File: config.mk
export PLATFORM = sky130hd
export DESIGN_NAME = fetch_unit
export DESIGN_NICKNAME = d
export VERILOG_FILES = /design/src/rtl/riscv_pkg.sv /design/src/rtl/fetch_queue.sv /design/src/rtl/fetch_unit.sv
export SDC_FILE = /design/constraint.sdc
export NUM_CORES = 1
export LEC_CHECK = 0
export CAP_MARGIN = 20
export CORE_AREA = 2 2 208 108
export DETAILED_ROUTE_END_ITERATION = 12
export DIE_AREA = 0 0 210 110
export PLACE_DENSITY = 0.77
export SYNTH_ARGS = -nofsm -noshare
export SYNTH_HDL_FRONTEND = slang
export SYNTH_HIERARCHICAL = 1
export SYNTH_SLANG_ARGS = --single-unit
File: constraint.sdc
create_clock -name clk -period 6.6 [get_ports clk]
set_clock_uncertainty 0.1 [all_clocks]
set_input_delay 1.32 -clock clk [delete_from_list [all_inputs] [get_ports clk]]
set_output_delay 1.32 -clock clk [all_outputs]
set_load 0.01 [all_outputs]
File: src/rtl/riscv_pkg.sv
// riscv_pkg: shared fetch-side constants and the fetch queue entry layout.
package riscv_pkg;
    localparam logic [31:0] NOP_INST             = 32'h0000_0013;
    localparam logic [31:0] RESET_VECTOR_DEFAULT = 32'h0000_0000;
    typedef struct packed {
        logic [31:0] pc;
        logic [31:0] inst;
    } fetch_entry_t;
endpackage

File: src/rtl/fetch_queue.sv
// fetch_queue: synchronous FIFO of fetched instructions with flush and same-cycle push+pop.
module fetch_queue
    import riscv_pkg::*;
#(
    parameter int DEPTH = 2,
    localparam int AW = $clog2(DEPTH)
) (
    input  logic         clk,
    input  logic         rst,
    input  logic         flush,
    input  logic         push,
    input  logic         pop,
    input  fetch_entry_t wdata,
    output fetch_entry_t rdata,
    output logic         full,
    output logic         empty,
    output logic [AW:0]  count
);
    fetch_entry_t mem [DEPTH];
    logic [AW-1:0] wptr, rptr;
    logic do_push, do_pop;

    assign full    = count == (AW+1)'(DEPTH);
    assign empty   = count == '0;
    assign do_pop  = pop && !empty;
    assign do_push = push && (!full || do_pop);
    assign rdata   = mem[rptr];

    always_ff @(posedge clk or posedge rst)
        if (rst) begin
            wptr  <= '0;
            rptr  <= '0;
            count <= '0;
        end else if (flush) begin
            wptr  <= '0;
            rptr  <= '0;
            count <= '0;
        end else begin
            if (do_push) wptr <= wptr + AW'(1);
            if (do_pop) rptr <= rptr + AW'(1);
            count <= count + (AW+1)'(do_push) - (AW+1)'(do_pop);
        end

    always_ff @(posedge clk)
        if (do_push) mem[wptr] <= wdata;
endmodule

File: src/rtl/fetch_unit.sv
// fetch_unit: instruction fetch with one outstanding memory request, redirect discard tracking
// and a small instruction queue feeding decode.
module fetch_unit
    import riscv_pkg::*;
#(
    parameter logic [31:0] RESET_VECTOR = RESET_VECTOR_DEFAULT,
    parameter int          QDEPTH       = 2
) (
    input  logic        clk,
    input  logic        rst,
    input  logic        stall,
    input  logic        redirect,
    input  logic [31:0] redirect_pc,
    output logic        imem_req,
    output logic [31:0] imem_addr,
    input  logic        imem_gnt,
    input  logic        imem_rvalid,
    input  logic [31:0] imem_rdata,
    output logic        valid_f,
    output logic [31:0] INST_F,
    output logic [31:0] PC_F,
    output logic [31:0] PC4_F
);
    localparam int CW = $clog2(QDEPTH) + 1;

    logic [31:0]  fetch_pc, pend_addr, held_addr;
    logic         outstanding, req_hold, stale;
    logic [1:0]   disc_cnt;
    logic         hs, rsp, push, pop, empty, disc_inc, disc_dec;
    logic         q_full_unused, unused_rpc;
    logic [CW-1:0] count;
    logic [CW:0]  occ;
    fetch_entry_t head;

    // A returning response becomes a queue entry, so it still counts toward occupancy.
    assign occ        = {1'b0, count} + (CW+1)'(outstanding) - (CW+1)'(pop);
    assign imem_req   = !rst && (req_hold || ((!outstanding || imem_rvalid) && occ < (CW+1)'(QDEPTH)));
    assign imem_addr  = req_hold ? held_addr : fetch_pc;
    assign hs         = imem_req && imem_gnt;
    assign rsp        = imem_rvalid && outstanding;
    assign push       = rsp && !redirect && disc_cnt == 2'd0;
    assign pop        = valid_f && !stall && !redirect;
    assign disc_inc   = (redirect && outstanding && !imem_rvalid) || (hs && (redirect || stale));
    assign disc_dec   = rsp && disc_cnt != 2'd0;
    assign valid_f    = !empty;
    assign INST_F     = empty ? NOP_INST : head.inst;
    assign PC_F       = empty ? 32'd0 : head.pc;
    assign PC4_F      = empty ? 32'd0 : head.pc + 32'd4;
    assign unused_rpc = ^redirect_pc[1:0];

    // A request already on the bus keeps its address across a redirect; stale marks it for discard.
    always_ff @(posedge clk or posedge rst)
        if (rst) begin
            fetch_pc    <= RESET_VECTOR;
            pend_addr   <= '0;
            held_addr   <= '0;
            outstanding <= 1'b0;
            req_hold    <= 1'b0;
            stale       <= 1'b0;
            disc_cnt    <= '0;
        end else begin
            fetch_pc    <= redirect ? {redirect_pc[31:2], 2'b00} : (hs && !stale) ? fetch_pc + 32'd4 : fetch_pc;
            outstanding <= hs || (outstanding && !imem_rvalid);
            pend_addr   <= hs ? imem_addr : pend_addr;
            held_addr   <= imem_addr;
            req_hold    <= imem_req && !imem_gnt;
            stale       <= imem_req && !imem_gnt && (redirect || stale);
            disc_cnt    <= disc_cnt + 2'(disc_inc) - 2'(disc_dec);
        end

    fetch_queue #(.DEPTH(QDEPTH)) u_queue (
        .clk   (clk),
        .rst   (rst),
        .flush (redirect),
        .push  (push),
        .pop   (pop),
        .wdata ('{pc: pend_addr, inst: imem_rdata}),
        .rdata (head),
        .full  (q_full_unused),
        .empty (empty),
        .count (count)
    );
endmodule

==> run metrics <==
pwr dens=250 nW/µm²; R2R setup slack=roughly 2.9 ns; delay-heaviest family, CP=simple AND/OR/NAND/NOR gates; most common cell after layout, fill and taps aside=clkdlybuf4s50_1; Maximum Capacitance Violations=0; dpl hpwl=16400 µm; Int Power=2580 µW; share of cells above drive strength 1=0.144; cts repair resizes=0; CORE AREA=approximately 21000 µm²; RSZ-0062 raised after global routing=false; die height=110 µm; clock slew at reported path FFs=~0.06 ns; CP required=around 5.2 ns; Layout Cells excl Fill=1274; GRT Residual Overflow=0; final hold vios=0; Comb power frac=0.110; clock latency on the worst-skew pair=~0.50 ns; cell count after synthesis=between 700 and 800; drt wl/cell=approximately 19 µm; initial antenna violation count=0; Yosys warnings=6; status=finished clean; Die Width=210 µm; most frequent cells in the layout=clkdlybuf4s50_1, edfxtp_1, dfrtp_1, mux2_2, nor2b_1; critical-path cell list=buf_4, mux2_2, nand2_1, nor3_1, nand3_1, or3_1, a21oi_1, clkdlybuf4s50_1; Top-Level Pins=200; crit path capture type=primary output; first-pass iteration count of the detailed router=4; clock sinks=231; routability congestion estimate=0.832; Vias=slightly below 7000; Pleak=0.00486 µW; # rows=38; largest net degree at the start of global routing=96; fin. max-slew vios=0; PortBufs=197; vias in the first global route=6414; area grow syn2layout=28.2%; relative slew slack=0.320; Remaining DRCs=0; Reg2Reg Depth=17; Crit path arrival time=4.07 ns; synthesized cell area=roughly 10000 µm²; Setup crit start=u_queue/rptr; RR Startpoint=u_queue/count[1]; sequential share of power=0.524; CP Buf/Inv Count=2; Hold Buf Count CTS=0; met3 GRT Util=0.0482; nets@finish=1055; DRT antenna net count=0; ANT cells=0; period utilisation layout=0.831; Post-CTS Setup Bufs=0; syn nets=between 800 and 900; clk root buf=clkbuf_16; Startpoint Class=flop; Worst-Margin Slew=1.01 ns; DR iter-0 viols=484; Hold Startpoint=pend_addr[8]; Total GRT Usage=0.208; Max stage delay on crit path=approximately 0.8 ns; final setup fails=0; Hold WC Path Type=reg2reg; setup tns final=0 ns; switching part of the total=0.231; Hold Crit Depth=0; maximum clock frequency=0.182 GHz; number of H-tree levels=1; grt met2 use=0.302; CTS buffer count=22; die area=around 23000 µm²; Peak VDD IR=0.184 mV; Switch Pwr=roughly 780 µW; placed cells=1234; Initial Util=0.492; clock network power share=0.366; DR vias/cell=5.35; Hold EP=u_queue/mem[1][40]; Period minus WS final=5.49 ns; CTS Buffer Depth=3; GRT Max-Usage Layer=met1; first-pass GRT wire length=36800 µm; grt met1 use=0.322; worst-path maximum fanout=28; Critical-path top delay cell=dfrtp_2; reg-to-reg critical path endpoint=disc_cnt[1]; CTS tree=done; final wirelength=between 20000 and 25000 µm; syn avg cell area=13.3 µm²; Crit Path Class=reg2out
sequential cells by signal, summed over array words and instances (netlist names):
name / flops
disc_cnt: 2
fetch_pc: 30
held_addr: 32
outstanding: 1
pend_addr: 32
req_hold: 1
stale: 1
u_queue/count: 2
u_queue/mem: 128
u_queue/rptr: 1
u_queue/wptr: 1
worst max-delay path by stage:
stage,endpoint,slack (ns),cells after the start
3_3_place_gp,imem_req,1.34,9
4_1_cts,PC4_F[31],1.09,8
3_5_place_dp,imem_req,1.32,9
5_1_grt,PC4_F[31],0.88,8
6_report,PC4_F[31],1.11,8
2_1_floorplan,u_queue/mem[0][0],0.72,6
worst reg2reg max path: stages (launching register included):
cell,delay [ns]
dfrtp_1,0.58
nor2_4,0.07
nor3_1,0.14
buf_4,0.18
ha_1,0.23
nand2b_1,0.16
fa_1,0.38
xnor2_1,0.18
a41o_1,0.23
buf_4,0.32
nand2_1,0.12
nand2_1,0.10
a32oi_1,0.06
ha_1,0.30
inv_1,0.04
ha_1,0.18
xnor2_1,0.17
xnor2_1,0.13
metal layers:
metal	wire length [µm]	vias up
li1	-	3194
met1	12100	3413
met2	10400	180
met3	1380	26
met4	274	0
met5	0	-
final cells by class:
type,count,area [µm²]
fillers,1654,7840
flip-flops and latches,231,6420
multi-input cells,504,3840
repair buffers,208,2060
clock buffers,33,633
well taps,280,350
clock inverters,7,63.8
inverters,11,43.8
through the flow:
stage | instance area, µm² | utilization | hold WS (ns) | setup WS [ns] | power (µW)
after floorplan | 10500 | - | 0.337 | 0.719 | 1980
after global placement | 12700 | 0.598 | 0.345 | 1.34 | 2140
after detailed placement | 12700 | 0.598 | 0.352 | 1.32 | 2160
after CTS | 13400 | 0.631 | 0.368 | 1.09 | 3380
after global routing | 13400 | 0.631 | 0.382 | 0.884 | 3480
final | 13400 | 0.631 | 0.367 | 1.11 | 3350
power by group through the flow:
stage,clock (µW),sequential [µW],combinational (µW)
after floorplan,0,1760,217
after global placement,0,1780,363
after detailed placement,0,1790,370
after CTS,1250,1760,374
after global routing,1310,1770,403
final,1230,1760,369
Note: power is estimated with default switching activity, not from simulation.
